### src/rtl/axi_lite_pkg.sv
// Shared AXI4-Lite response codes and the command sequencer state encoding.
package axi_lite_pkg;

    localparam logic [1:0] RESP_OKAY   = 2'b00;
    localparam logic [1:0] RESP_EXOKAY = 2'b01;
    localparam logic [1:0] RESP_SLVERR = 2'b10;
    localparam logic [1:0] RESP_DECERR = 2'b11;

    typedef enum logic [2:0] {
        StIdle,
        StWr,
        StWrResp,
        StRd,
        StRdData,
        StDone
    } state_e;

endpackage

### src/rtl/axi_lite_arb_master_if.sv
// AXI4-Lite bus bundle between the arbitrating master and a single slave port.
interface axi_lite_arb_master_if #(
    parameter int unsigned ADDR_WIDTH = 5,
    parameter int unsigned DATA_WIDTH = 32
);

    logic [ADDR_WIDTH-1:0]   awaddr;
    logic                    awvalid;
    logic                    awready;
    logic [DATA_WIDTH-1:0]   wdata;
    logic [DATA_WIDTH/8-1:0] wstrb;
    logic                    wvalid;
    logic                    wready;
    logic [1:0]              bresp;
    logic                    bvalid;
    logic                    bready;
    logic [ADDR_WIDTH-1:0]   araddr;
    logic                    arvalid;
    logic                    arready;
    logic [DATA_WIDTH-1:0]   rdata;
    logic [1:0]              rresp;
    logic                    rvalid;
    logic                    rready;

    modport master (
        output awaddr, awvalid, wdata, wstrb, wvalid, bready, araddr, arvalid, rready,
        input  awready, wready, bresp, bvalid, arready, rdata, rresp, rvalid
    );

    modport slave (
        input  awaddr, awvalid, wdata, wstrb, wvalid, bready, araddr, arvalid, rready,
        output awready, wready, bresp, bvalid, arready, rdata, rresp, rvalid
    );

endinterface

### src/rtl/rr_arb2.sv
// Two-input round-robin arbiter; on a tie the requester not granted last time wins.
module rr_arb2 (
    input  logic       clk_i,
    input  logic       rst_ni,
    input  logic [1:0] req_i,
    input  logic       advance_i,
    output logic [1:0] gnt_o
);

    logic last_grant_q;

    // Reset to 1 so requester 0 wins the first tie.
    always_ff @(posedge clk_i or negedge rst_ni) begin
        if (!rst_ni) begin
            last_grant_q <= 1'b1;
        end else if (advance_i && (gnt_o != 2'b00)) begin
            last_grant_q <= gnt_o[1];
        end
    end

    always_comb begin
        gnt_o = 2'b00;
        case (req_i)
            2'b01:   gnt_o = 2'b01;
            2'b10:   gnt_o = 2'b10;
            2'b11:   gnt_o = last_grant_q ? 2'b01 : 2'b10;
            default: gnt_o = 2'b00;
        endcase
    end

endmodule

### src/rtl/axi_lite_arb_master.sv
// Shares one AXI4-Lite slave port between two req/done clients, one command at a time.
module axi_lite_arb_master
    import axi_lite_pkg::*;
#(
    parameter int unsigned ADDR_WIDTH = 5,
    parameter int unsigned DATA_WIDTH = 32
) (
    input  logic                    S_AXI_ACLK,
    input  logic                    S_AXI_ARESETN,

    input  logic                    r0_req,
    input  logic                    r0_we,
    input  logic [ADDR_WIDTH-1:0]   r0_addr,
    input  logic [DATA_WIDTH-1:0]   r0_wdata,
    input  logic [DATA_WIDTH/8-1:0] r0_wstrb,
    output logic                    r0_done,
    output logic [DATA_WIDTH-1:0]   r0_rdata,
    output logic [1:0]              r0_resp,

    input  logic                    r1_req,
    input  logic                    r1_we,
    input  logic [ADDR_WIDTH-1:0]   r1_addr,
    input  logic [DATA_WIDTH-1:0]   r1_wdata,
    input  logic [DATA_WIDTH/8-1:0] r1_wstrb,
    output logic                    r1_done,
    output logic [DATA_WIDTH-1:0]   r1_rdata,
    output logic [1:0]              r1_resp,

    axi_lite_arb_master_if.master   m_axi
);

    state_e state_q, state_d;

    logic [1:0]              gnt;
    logic                    grant_q;
    logic                    cmd_we_q;
    logic [ADDR_WIDTH-1:0]   cmd_addr_q;
    logic [DATA_WIDTH-1:0]   cmd_wdata_q;
    logic [DATA_WIDTH/8-1:0] cmd_wstrb_q;
    logic                    aw_done_q, w_done_q;
    logic [DATA_WIDTH-1:0]   rdata_q;
    logic [1:0]              resp_q;

    logic idle, sel_we, aw_hs, w_hs, b_hs, ar_hs, r_hs;

    assign idle   = (state_q == StIdle);
    assign sel_we = gnt[1] ? r1_we : r0_we;
    assign aw_hs  = m_axi.awvalid && m_axi.awready;
    assign w_hs   = m_axi.wvalid && m_axi.wready;
    assign b_hs   = m_axi.bvalid && m_axi.bready;
    assign ar_hs  = m_axi.arvalid && m_axi.arready;
    assign r_hs   = m_axi.rvalid && m_axi.rready;

    rr_arb2 u_arb (
        .clk_i     (S_AXI_ACLK),
        .rst_ni    (S_AXI_ARESETN),
        .req_i     ({r1_req, r0_req}),
        .advance_i (idle),
        .gnt_o     (gnt)
    );

    always_ff @(posedge S_AXI_ACLK or negedge S_AXI_ARESETN) begin
        if (!S_AXI_ARESETN) begin
            state_q <= StIdle;
        end else begin
            state_q <= state_d;
        end
    end

    always_comb begin
        state_d = state_q;
        unique case (state_q)
            StIdle:   if (gnt != 2'b00) state_d = sel_we ? StWr : StRd;
            StWr:     if ((aw_done_q || aw_hs) && (w_done_q || w_hs)) state_d = StWrResp;
            StWrResp: if (b_hs) state_d = StDone;
            StRd:     if (ar_hs) state_d = StRdData;
            StRdData: if (r_hs) state_d = StDone;
            StDone:   state_d = StIdle;
            default:  state_d = StIdle;
        endcase
    end

    // Command payload is registered at grant so the bus sees it stable for the whole transfer.
    always_ff @(posedge S_AXI_ACLK or negedge S_AXI_ARESETN) begin
        if (!S_AXI_ARESETN) begin
            grant_q     <= 1'b0;
            cmd_we_q    <= 1'b0;
            cmd_addr_q  <= '0;
            cmd_wdata_q <= '0;
            cmd_wstrb_q <= '0;
            aw_done_q   <= 1'b0;
            w_done_q    <= 1'b0;
            rdata_q     <= '0;
            resp_q      <= RESP_OKAY;
        end else begin
            if (idle && (gnt != 2'b00)) begin
                grant_q     <= gnt[1];
                cmd_we_q    <= sel_we;
                cmd_addr_q  <= gnt[1] ? r1_addr  : r0_addr;
                cmd_wdata_q <= gnt[1] ? r1_wdata : r0_wdata;
                cmd_wstrb_q <= gnt[1] ? r1_wstrb : r0_wstrb;
            end
            if (state_q == StWr) begin
                if (aw_hs) aw_done_q <= 1'b1;
                if (w_hs)  w_done_q  <= 1'b1;
            end else begin
                aw_done_q <= 1'b0;
                w_done_q  <= 1'b0;
            end
            if (b_hs) begin
                rdata_q <= '0;
                resp_q  <= m_axi.bresp;
            end
            if (r_hs) begin
                rdata_q <= m_axi.rdata;
                resp_q  <= m_axi.rresp;
            end
        end
    end

    always_comb begin
        m_axi.awvalid = (state_q == StWr) && !aw_done_q;
        m_axi.wvalid  = (state_q == StWr) && !w_done_q;
        m_axi.bready  = (state_q == StWrResp);
        m_axi.arvalid = (state_q == StRd);
        m_axi.rready  = (state_q == StRdData);
        m_axi.awaddr  = cmd_addr_q;
        m_axi.araddr  = cmd_addr_q;
        m_axi.wdata   = cmd_wdata_q;
        m_axi.wstrb   = cmd_wstrb_q;
        r0_done       = (state_q == StDone) && !grant_q;
        r1_done       = (state_q == StDone) && grant_q;
        r0_rdata      = rdata_q;
        r1_rdata      = rdata_q;
        r0_resp       = resp_q;
        r1_resp       = resp_q;
    end

    logic unused_cmd_we;
    assign unused_cmd_we = cmd_we_q;

endmodule

### src/flat_wrapper.sv
// flat-port wrapper written by rule: the top's interface ports become plain ports
module axi_lite_arb_master_flat import axi_lite_pkg::*;
#(
    parameter int unsigned ADDR_WIDTH = 5,
    parameter int unsigned DATA_WIDTH = 32
)
  (S_AXI_ACLK, S_AXI_ARESETN, r0_req, r0_we, r0_addr, r0_wdata, r0_wstrb, r0_done, r0_rdata, r0_resp, r1_req, r1_we, r1_addr, r1_wdata, r1_wstrb, r1_done, r1_rdata, r1_resp, m_axi_awaddr, m_axi_awvalid, m_axi_wdata, m_axi_wstrb, m_axi_wvalid, m_axi_bready, m_axi_araddr, m_axi_arvalid, m_axi_rready, m_axi_awready, m_axi_wready, m_axi_bresp, m_axi_bvalid, m_axi_arready, m_axi_rdata, m_axi_rresp, m_axi_rvalid);
  axi_lite_arb_master_if #(.ADDR_WIDTH(ADDR_WIDTH), .DATA_WIDTH(DATA_WIDTH)) m_axi_i ();
  input  logic S_AXI_ACLK;
  input  logic S_AXI_ARESETN;
  input  logic r0_req;
  input  logic r0_we;
  input  logic [ADDR_WIDTH-1:0] r0_addr;
  input  logic [DATA_WIDTH-1:0] r0_wdata;
  input  logic [DATA_WIDTH/8-1:0] r0_wstrb;
  output logic r0_done;
  output logic [DATA_WIDTH-1:0] r0_rdata;
  output logic [1:0] r0_resp;
  input  logic r1_req;
  input  logic r1_we;
  input  logic [ADDR_WIDTH-1:0] r1_addr;
  input  logic [DATA_WIDTH-1:0] r1_wdata;
  input  logic [DATA_WIDTH/8-1:0] r1_wstrb;
  output logic r1_done;
  output logic [DATA_WIDTH-1:0] r1_rdata;
  output logic [1:0] r1_resp;
  output wire logic [$bits(m_axi_i.awaddr)-1:0] m_axi_awaddr;
  output wire logic [$bits(m_axi_i.awvalid)-1:0] m_axi_awvalid;
  output wire logic [$bits(m_axi_i.wdata)-1:0] m_axi_wdata;
  output wire logic [$bits(m_axi_i.wstrb)-1:0] m_axi_wstrb;
  output wire logic [$bits(m_axi_i.wvalid)-1:0] m_axi_wvalid;
  output wire logic [$bits(m_axi_i.bready)-1:0] m_axi_bready;
  output wire logic [$bits(m_axi_i.araddr)-1:0] m_axi_araddr;
  output wire logic [$bits(m_axi_i.arvalid)-1:0] m_axi_arvalid;
  output wire logic [$bits(m_axi_i.rready)-1:0] m_axi_rready;
  input wire logic [$bits(m_axi_i.awready)-1:0] m_axi_awready;
  input wire logic [$bits(m_axi_i.wready)-1:0] m_axi_wready;
  input wire logic [$bits(m_axi_i.bresp)-1:0] m_axi_bresp;
  input wire logic [$bits(m_axi_i.bvalid)-1:0] m_axi_bvalid;
  input wire logic [$bits(m_axi_i.arready)-1:0] m_axi_arready;
  input wire logic [$bits(m_axi_i.rdata)-1:0] m_axi_rdata;
  input wire logic [$bits(m_axi_i.rresp)-1:0] m_axi_rresp;
  input wire logic [$bits(m_axi_i.rvalid)-1:0] m_axi_rvalid;
  assign m_axi_awaddr = m_axi_i.awaddr;
  assign m_axi_awvalid = m_axi_i.awvalid;
  assign m_axi_wdata = m_axi_i.wdata;
  assign m_axi_wstrb = m_axi_i.wstrb;
  assign m_axi_wvalid = m_axi_i.wvalid;
  assign m_axi_bready = m_axi_i.bready;
  assign m_axi_araddr = m_axi_i.araddr;
  assign m_axi_arvalid = m_axi_i.arvalid;
  assign m_axi_rready = m_axi_i.rready;
  assign m_axi_i.awready = m_axi_awready;
  assign m_axi_i.wready = m_axi_wready;
  assign m_axi_i.bresp = m_axi_bresp;
  assign m_axi_i.bvalid = m_axi_bvalid;
  assign m_axi_i.arready = m_axi_arready;
  assign m_axi_i.rdata = m_axi_rdata;
  assign m_axi_i.rresp = m_axi_rresp;
  assign m_axi_i.rvalid = m_axi_rvalid;
  axi_lite_arb_master #(.ADDR_WIDTH(ADDR_WIDTH), .DATA_WIDTH(DATA_WIDTH)) u_core (.S_AXI_ACLK(S_AXI_ACLK), .S_AXI_ARESETN(S_AXI_ARESETN), .r0_req(r0_req), .r0_we(r0_we), .r0_addr(r0_addr), .r0_wdata(r0_wdata), .r0_wstrb(r0_wstrb), .r0_done(r0_done), .r0_rdata(r0_rdata), .r0_resp(r0_resp), .r1_req(r1_req), .r1_we(r1_we), .r1_addr(r1_addr), .r1_wdata(r1_wdata), .r1_wstrb(r1_wstrb), .r1_done(r1_done), .r1_rdata(r1_rdata), .r1_resp(r1_resp), .m_axi(m_axi_i));
endmodule
### config.mk
export PLATFORM = sky130hd
export DESIGN_NAME = axi_lite_arb_master_flat
export DESIGN_NICKNAME = d
export VERILOG_FILES = /design/src/rtl/axi_lite_pkg.sv /design/src/rtl/axi_lite_arb_master_if.sv /design/src/rtl/rr_arb2.sv /design/src/rtl/axi_lite_arb_master.sv /design/src/flat_wrapper.sv
export SDC_FILE = /design/constraint.sdc
export NUM_CORES = 1
export LEC_CHECK = 0
export BUFFER_PORTS_ARGS = -buffer_cell sky130_fd_sc_hd__buf_2
export CAP_MARGIN = 20
export CORE_ASPECT_RATIO = 0.9
export CORE_MARGIN = 4
export CORE_UTILIZATION = 40
export CTS_CLUSTER_SIZE = 8
export DETAILED_ROUTE_END_ITERATION = 7
export GPL_TIMING_DRIVEN = 0
export HOLD_SLACK_MARGIN = 0.03
export PLACE_DENSITY = 0.76
export SLEW_MARGIN = 10
export SYNTH_ARGS = -nofsm -noshare
export SYNTH_HDL_FRONTEND = slang
export SYNTH_HIERARCHICAL = 1
export SYNTH_SLANG_ARGS = --single-unit
### constraint.sdc
create_clock -name S_AXI_ACLK -period 2.1 [get_ports S_AXI_ACLK]
set_input_delay 0.21 -clock S_AXI_ACLK [delete_from_list [all_inputs] [get_ports S_AXI_ACLK]]
set_output_delay 0.21 -clock S_AXI_ACLK [all_outputs]
set_load 0.05 [all_outputs]
# ---- Yosys cells after proc, flatten, opt, wreduce, memory -nomap -nowiden
# Cells that the tools add are included.
# W data, S select, Z words.
dict set report op_classes {
  n_eq_ne 15
  reduce_logical 20
  muxes 21
}
# operator count
set ops {}
lappend ops {{$mux W32} 3}
lappend ops {{$mux W3} 5}
lappend ops {{$pmux W3 S5} 1}
lappend ops {{$logic_and A1 B1 Y1} 11}
lappend ops {{$mux W2} 4}
lappend ops {{$ne A2 B2 Y1 const B} 4}
lappend ops {{$eq A3 B2 Y1 const B} 2}
lappend ops {{$eq A3 B3 Y1 const B} 2}
lappend ops {{$ne A2 B1 Y1 const B} 3}
lappend ops {{$pmux W2 S3} 1}
lappend ops {{$mux W1} 5}
lappend ops {{$mux W5} 1}
lappend ops {{$reduce_and A5 Y1} 1}
lappend ops {{$eq A2 B2 Y1 const B} 2}
lappend ops {{$mux W4} 1}
lappend ops {{$reduce_bool A2 Y1} 2}
lappend ops {{$eq A3 B1 Y1 const B} 1}
lappend ops {{$logic_not A1 Y1} 3}
lappend ops {{$logic_not A3 Y1} 1}
lappend ops {{$eq A2 B1 Y1 const B} 1}
lappend ops {{$logic_or A1 B1 Y1} 2}
dict set report word_totals {
  elab_cells 66
  input_bits 129
  output_inout_bits 121
  register_bits 82
}

# ---- Depth between registers and ports, before layout
# Gate-level depths: netlist (run 1).
dict set report depth {
  word_depth 7
  ltp_mapped 6
  depth_no_buf 5
}

# ---- By module
# The synthesis (run 1) kept the hierarchy.
# module instances cells_per_inst area_per_inst_um2
set by_module_without_submodules {}
lappend by_module_without_submodules {axi_lite_arb_master 1 292 3995.1}
lappend by_module_without_submodules {rr_arb2 1 6 56.3}

# ---- Least setup slack after synthesis (run 1)
# Ideal clock, no wire load.
dict set report synth_path {
  path_kind {register -> output}
  startpoint {register u_core.state_q[1]}
  endpoint {output port r0_done}
  t_required_ps 1890
  path_stages_with_launch 3
  path_slack_ps 98
  t_arrival_ps 1792
  path_buffers 0
  path_cell_list {dfrtp_1 > nand2b_1 > nor3b_1}
}
dict set report synth_between {
  elab_chain_len 2
}
# item line_no
set synth_lines {}
lappend synth_lines {{from (decl)} axi_lite_arb_master.sv:32} ;# state_e state_q, state_d;
lappend synth_lines {{from (signal assigned)} axi_lite_arb_master.sv:64} ;# state_q <= StIdle;
lappend synth_lines {{from (signal assigned)} axi_lite_arb_master.sv:66} ;# state_q <= state_d;
lappend synth_lines {{$eq A3 B3 Y1} axi_lite_arb_master.sv:131} ;# r0_done = (state_q == StDone) && !grant_q;
lappend synth_lines {{$logic_and A1 B1 Y1} axi_lite_arb_master.sv:131}
lappend synth_lines {{to (decl)} flat_wrapper.sv:16} ;# output logic r0_done;
# No other way between the ends.

# ---- Worst setup path after layout (run 1)
dict set report layout_path {
  startpoint {register u_core.state_q[1]}
  endpoint {output port m_axi_wvalid}
}
dict set report layout_between {
  elab_chain_len 2
}
# item line_no
set layout_lines {}
lappend layout_lines {{$eq A3 B1 Y1} axi_lite_arb_master.sv:123} ;# m_axi.wvalid = (state_q == StWr) && !w_done_q;
lappend layout_lines {{$logic_and A1 B1 Y1} axi_lite_arb_master.sv:123}
lappend layout_lines {{to (decl)} flat_wrapper.sv:31} ;# output wire logic [$bits(m_axi_i.wvalid)-1:0] m_axi_wvalid;
# No other way between the ends.

==> results of run 1 <==
Yosys cell counts (all sizes together):
cell     n
nor3     1
o22ai    2
or3      1
a21o     2
nor3b    1
mux2i    2
nor2b    1
a22o    35
and4b    1
or2b     2
o311ai   1
inv      2
dfrtp   81
and2     1
a21boi   2
a21oi    1
a31oi    2
dfstp    1
nand2    3
buf     57
o21a     1
or3b     1
nand4    1
nor2     9
and4bb   2
o211ai   1
nand2b   2
mux2    82
cell families after synthesis:
logic type             after synthesis  share of synthesized area, %
multiplexers                        84                          23.3
flip-flops                          82                          50.7
buffers and inverters               59                          11.3
AO/OA/AOI/OAI                       47                          10.3
AND/OR/NAND/NOR                     26                          4.48
area by class of cell:
| class | instances | area [µm²] | area share (%) |
|---|---|---|---|
| flip-flops and latches | 82 | 2050 | 35.4 |
| multi-input cells | 157 | 1540 | 26.5 |
| well taps | 126 | 158 | 2.72 |
| inverters | 2 | 7.51 | 0.129 |
| clock inverters | 4 | 50.0 | 0.862 |
| repair buffers | 251 | 1290 | 22.2 |
| plain buffers | 57 | 450 | 7.76 |
| clock buffers | 12 | 256 | 4.42 |
what timing repair did:
| item | in CTS | in global routing |
|---|---|---|
| endpoints found under the hold margin | 36 | 0 |
| gates resized for setup | 0 | 2 |
| hold buffers | 1 | 0 |
| setup endpoints to repair | 0 | 1 |
state kept, by name, summed over array words and instances, names as in the netlist, 2 cells and up:
signal / cells
u_core/m_axi.wdata: 32
u_core/r0_rdata: 32
u_core/m_axi.araddr: 5
u_core/m_axi.wstrb: 4
u_core/state_q: 3
u_core/r0_resp: 2
critical path, cell delays in order (launching register included):
cell and delay (ns):
dfrtp_1 0.48, or3b_2 0.47, buf_2 0.16, nor2_1 0.08, buf_2 0.27
through the flow:
| step | area (µm²) | setup WS (ns) | std cells | util (%) |
|---|---|---|---|---|
| 5_1_grt | 5810 | 0.0282 | 691 | 59.3 |
| 4_1_cts | 5800 | 0.0423 | 691 | 59.3 |
| 2_1_floorplan | 4050 | 0.0982 | 298 | - |
| 3_3_place_gp | 5460 | 0.222 | 673 | 55.8 |
| 3_5_place_dp | 5490 | 0.249 | 674 | 56.1 |
| 6_report | 5810 | 0.118 | 691 | 59.3 |
worst min path at each step:
| stage | startpoint | to | depth (start not counted) |
|---|---|---|---|
| final | r0_req | u_core/u_arb/last_grant_q | 2 |
| after global routing | r0_req | u_core/u_arb/last_grant_q | 2 |
| after CTS | r0_req | u_core/u_arb/last_grant_q | 2 |
| after detailed placement | S_AXI_ARESETN | u_core/m_axi.wdata[18] | 1 |
| after global placement | r0_req | u_core/u_arb/last_grant_q | 2 |
| after floorplan | S_AXI_ARESETN | u_core/aw_done_q | 0 |
routing by layer:
metal / wire length (µm) / share of wire, %
met3: 623 / 5.8
met5: 0 / 0
met2: 5880 / 55
met4: 142 / 1.3
met1: 4080 / 38
==> out/results.txt, run 1 <==
CP Class -> reg -> out
first-pass GRT wire length -> 16600 µm
top cell type's share of synthesized area -> 50.0%
die width -> 114 µm
ratio of cells with drive above 1 in the final layout -> 75.2%
Post-CTS Setup Inserts -> 0
Routed Antenna Nets -> 0
Synth area leader -> dfrtp_1
PortBufs -> 249
met1 usage -> 21.1%
initial antenna violation count -> 0
max frequency -> 504 MHz
initial DRC count -> 104
Die Y -> 103 µm
met2 Use GR -> 32.4%
required time of the critical path -> 1.89 ns
Final GP Congestion -> 0.788
Worst R2R Setup Slack -> 0.26 ns
number of global-route vias before repair -> 3350
Final Critical Period -> 1.98 ns
post-synth cell types -> 35
I/O pin count -> 250
Worst-Skew Late Latency -> 0.32 ns
Hold WC Path Type -> in -> reg
final setup fails -> 0
fin crit share -> 94.4%
Fin Hold WS -> 0.0656 ns
Fin. Hold Viols -> 0
Ys Warns -> 6
Most Crowded Layer GR -> met2
cells taking the most area after synthesis -> dfrtp_1 50%, mux2_2 23%, buf_4 7.2%
Syn-to-layout area delta -> 43.3%
unrepaired setup endpoints after global routing -> no
CTS clk-pin slew, worst paths -> 0.06 ns
GRT met3 Usage -> 3.84%
status -> complete, no violations
Nets -> 689
DR vias -> 3275
Worst Max-Slew Pin Slew -> 0.500 ns
largest fanout on the critical path -> 10
CTS tree -> done
Total Routing Usage GR -> 17.6%
r2r startpoint -> u_core/u_arb/last_grant_q
nature of the critical path startpoint -> register
Routed WL -> 10700 µm
DR WL/cell -> 15.5 µm
setup skew after layout -> 0.00843 ns
post-synthesis sequential area ratio -> 50.7%
Max-slew headroom -> 66.6%
Antenna Cells -> 0
syn_area_per_cell -> 13.6 µm²
MaxCap Viol Count -> 0
Yosys reg bits -> 82
commonest non-fill, non-tap cell in the layout -> buf_2
Detail Placement HPWL -> 8690 µm
most frequent cells in the layout -> 256 x buf_2, 82 x mux2_2, 80 x dfrtp_1
CP Capture Type -> output port
largest net degree at the start of global routing -> 47
clock sink total -> 82
crit path to -> m_axi_wvalid
drt pass-1 iters -> 4
setup TNS -> 0 ns
CTS Buf Count -> 9
H-tree Lvls -> 3
drt drc -> 0
total die area -> 11800 µm²
Initial Util -> 41.4%
Clock Tree Buf Depth -> 2
Worst R2R Path Depth -> 5
Slew Limit Fails -> 0
root buf cell -> clkbuf_16
GRT overflow -> 0
layout filler cell count -> 830
Critical Path Start -> u_core/state_q[1]
R2R Path End -> u_core/m_axi.wdata[6]
Rows -> 34
core area -> 9780 µm²
syn nets -> 427
Synth Instances -> 298
Worst EP arrival -> 1.77 ns
vias per cell -> 4.74
Post-Syn Area -> 4050 µm²
Power of run 1 is left out: the tool's default activity adds up to more than one toggle a clock period on the data nets, which glitch-free logic cannot reach.
==> run 2, diff against run 1 <==
--- a/config.mk
+++ b/config.mk
@@ -7,16 +7,20 @@
 export LEC_CHECK = 0
 export BUFFER_PORTS_ARGS = -buffer_cell sky130_fd_sc_hd__buf_2
 export CAP_MARGIN = 20
+export CELL_PAD_IN_SITES_DETAIL_PLACEMENT = 1
+export CELL_PAD_IN_SITES_GLOBAL_PLACEMENT = 1
 export CORE_ASPECT_RATIO = 0.9
 export CORE_MARGIN = 4
-export CORE_UTILIZATION = 40
+export CORE_UTILIZATION = 32
+export CTS_BUF_LIST = sky130_fd_sc_hd__clkbuf_16
 export CTS_CLUSTER_SIZE = 8
 export DETAILED_ROUTE_END_ITERATION = 7
 export GPL_TIMING_DRIVEN = 0
 export HOLD_SLACK_MARGIN = 0.03
-export PLACE_DENSITY = 0.76
+export PLACE_DENSITY = 0.81
 export SLEW_MARGIN = 10
 export SYNTH_ARGS = -nofsm -noshare
 export SYNTH_HDL_FRONTEND = slang
 export SYNTH_HIERARCHICAL = 1
 export SYNTH_SLANG_ARGS = --single-unit
+export TNS_END_PERCENT = 50
==> run 2 against run 1 <==
Net effect:
- hold slack got worse by 0.0099 ns
- routed wire length increased by 13%
- sequential cell count unchanged
- non-clock buffer count unchanged
- sequential share of layout area decreased by 0.32 points
- utilization decreased by 11 points
- clock skew decreased by 0.0039 ns
- die area increased by 23%
- first-iteration DRC count decreased by 28%
- register-to-register slack about the same
- via count increased by 3.1%
- critical path depth unchanged
==> out/results.txt, run 2 (synthesis results as in run 1) <==
Nets -> 689 (unchanged)
Worst Max-Slew Pin Slew -> 0.325 ns (-0.175 ns)
Detail Placement HPWL -> 9950 µm (+15%)
root buf cell -> clkbuf_16
initial antenna violation count -> 0 (unchanged)
first-pass GRT wire length -> 19000 µm (+15%)
initial DRC count -> 75 (-28%)
final core utilization -> 48.0% (-11 points)
Die Y -> 115 µm (+11%)
Final Critical Period -> 2.01 ns (+0.0281 ns)
nature of the critical path startpoint -> register
H-tree Lvls -> 3 (unchanged)
Antenna Cells -> 0 (unchanged)
leak pwr -> 3.15 nW
setup skew after layout -> 0.00449 ns (-0.00394 ns)
total die area -> 14500 µm² (+23%)
Worst EP arrival -> 1.80 ns (+0.03 ns)
CTS Buf Count -> 9 (unchanged)
DR WL/cell -> 16.8 µm (+8.1%)
clock sink total -> 82 (unchanged)
Peak VDD IR -> 0.00100 V
commonest non-fill, non-tap cell in the layout -> buf_2
Max-slew headroom -> 78.0% (+11 points)
total power -> 0.0119 W
drt drc -> 0 (unchanged)
largest net degree at the start of global routing -> 62 (+32%)
Syn-to-layout area delta -> 44.7%
final setup fails -> 0 (unchanged)
Routed WL -> 12200 µm (+13%)
Worst-Skew Late Latency -> 0.33 ns (about the same)
non-filler cells, final -> 725 (+4.9%)
ratio of cells with drive above 1 in the final layout -> 75.4% (+0.18 points)
most frequent cells in the layout -> 256 x buf_2, 82 x mux2_2, 79 x dfrtp_1
layout filler cell count -> 1371 (+65%)
PwrDens -> 2030 nW/µm²
Final GP Congestion -> 0.813 (+3.2%)
number of global-route vias before repair -> 3715 (+11%)
fin crit share -> 95.7% (+1.3 points)
max frequency -> 497 MHz (-1.4%)
status -> complete, no violations
Rows -> 38 (+12%)
CP Class -> reg -> out
PortBufs -> 249 (unchanged)
CTS clk-pin slew, worst paths -> 0.06 ns (about the same)
unrepaired setup endpoints after global routing -> no
Hold WC Path Type -> in -> reg
Initial Util -> 33.2% (-8.3 points)
Fin. Hold Viols -> 0 (unchanged)
placed cell count -> 708 (+5.0%)
DR vias -> 3378 (+3.1%)
Slew Limit Fails -> 0 (unchanged)
setup TNS -> 0 ns (unchanged)
MaxCap Viol Count -> 0 (unchanged)
Total Routing Usage GR -> 16.4% (-1.3 points)
core area -> 12200 µm² (+25%)
drt pass-1 iters -> 3 (-1)
GRT overflow -> 0 (unchanged)
Fin Hold WS -> 0.0558 ns (-0.00988 ns)
vias per cell -> 4.66 (-1.7%)
Clock Tree Buf Depth -> 2 (unchanged)
largest fanout on the critical path -> 9 (-1)
CTS tree -> done
required time of the critical path -> 1.89 ns (about the same)
I/O pin count -> 250 (unchanged)
die width -> 127 µm (+11%)
CP Capture Type -> output port
Routed Antenna Nets -> 0 (unchanged)
-- run 2: per-layer routing --
| layer | GRT usage [%] | share of wire (%) |
|---|---|---|
| met5 | 0 | 0 |
| met1 | 17.3 | 36 |
| met2 | 31.1 | 55 |
| met4 | 4.79 | 2.1 |
| met3 | 5.25 | 7.3 |
-- run 2: critical path, cell delays in order, from the launching register on --
cell and delay (ns):
dfrtp_2 0.47, or3b_2 0.48, buf_2 0.17, nor2_1 0.08, buf_2 0.27
-- run 2: final timing paths --
path                                           start                        end  slack [ns]  depth (start not counted)
setup / recovery                   u_core/state_q[2]               m_axi_wvalid        0.09                          4
hold / removal                                r0_req  u_core/u_arb/last_grant_q        0.06                          2
setup reg to reg           u_core/u_arb/last_grant_q     u_core/m_axi.wdata[30]        0.26                          5
hold reg to reg                u_core/m_axi.wstrb[3]      u_core/m_axi.wstrb[3]        0.50                          1
max in group asynchronous              S_AXI_ARESETN  u_core/u_arb/last_grant_q        1.15                          3
min in group asynchronous              S_AXI_ARESETN     u_core/m_axi.wdata[20]        0.33                          2
-- run 2: repair_timing --
action / in CTS / in global routing
endpoints found under the hold margin: 21 / 0
gates resized for setup: 0 / 4
buffers inserted: 0 / 0
setup endpoints to repair: 0 / 2
hold buffers: 1 / 0
-- run 2: power breakdown --
group / total, W / leakage, nW / switching (W) / internal (W)
Sequential: 0.00286 / 1.02 / 0.000516 / 0.00234
Clock: 0.00167 / 0.153 / 0.000633 / 0.00104
Combinational: 0.00736 / 1.98 / 0.00507 / 0.00229
Total: 0.0119 / 3.15 / 0.00622 / 0.00567
-- run 2: cell type report --
| type | instances | area, µm² | share of cell area, % |
|---|---|---|---|
| inverter | 2 | 7.51 | 0.128 |
| buffer | 57 | 450 | 7.68 |
| clock inverter | 7 | 93.8 | 1.60 |
| tap | 160 | 200 | 3.42 |
| multi-input combinational | 157 | 1540 | 26.3 |
| timing repair buffer | 251 | 1290 | 22.0 |
| sequential | 82 | 2060 | 35.1 |
| clock buffer | 9 | 225 | 3.84 |
-- run 2: stage by stage --
step	instance area, µm²	setup slack (ns)
2_1_floorplan	4050	0.0982
3_3_place_gp	5500	0.178
3_5_place_dp	5530	0.235
4_1_cts	5860	0.0117
5_1_grt	5860	0.00579
6_report	5860	0.0896
(Power assumes the default switching activity.)
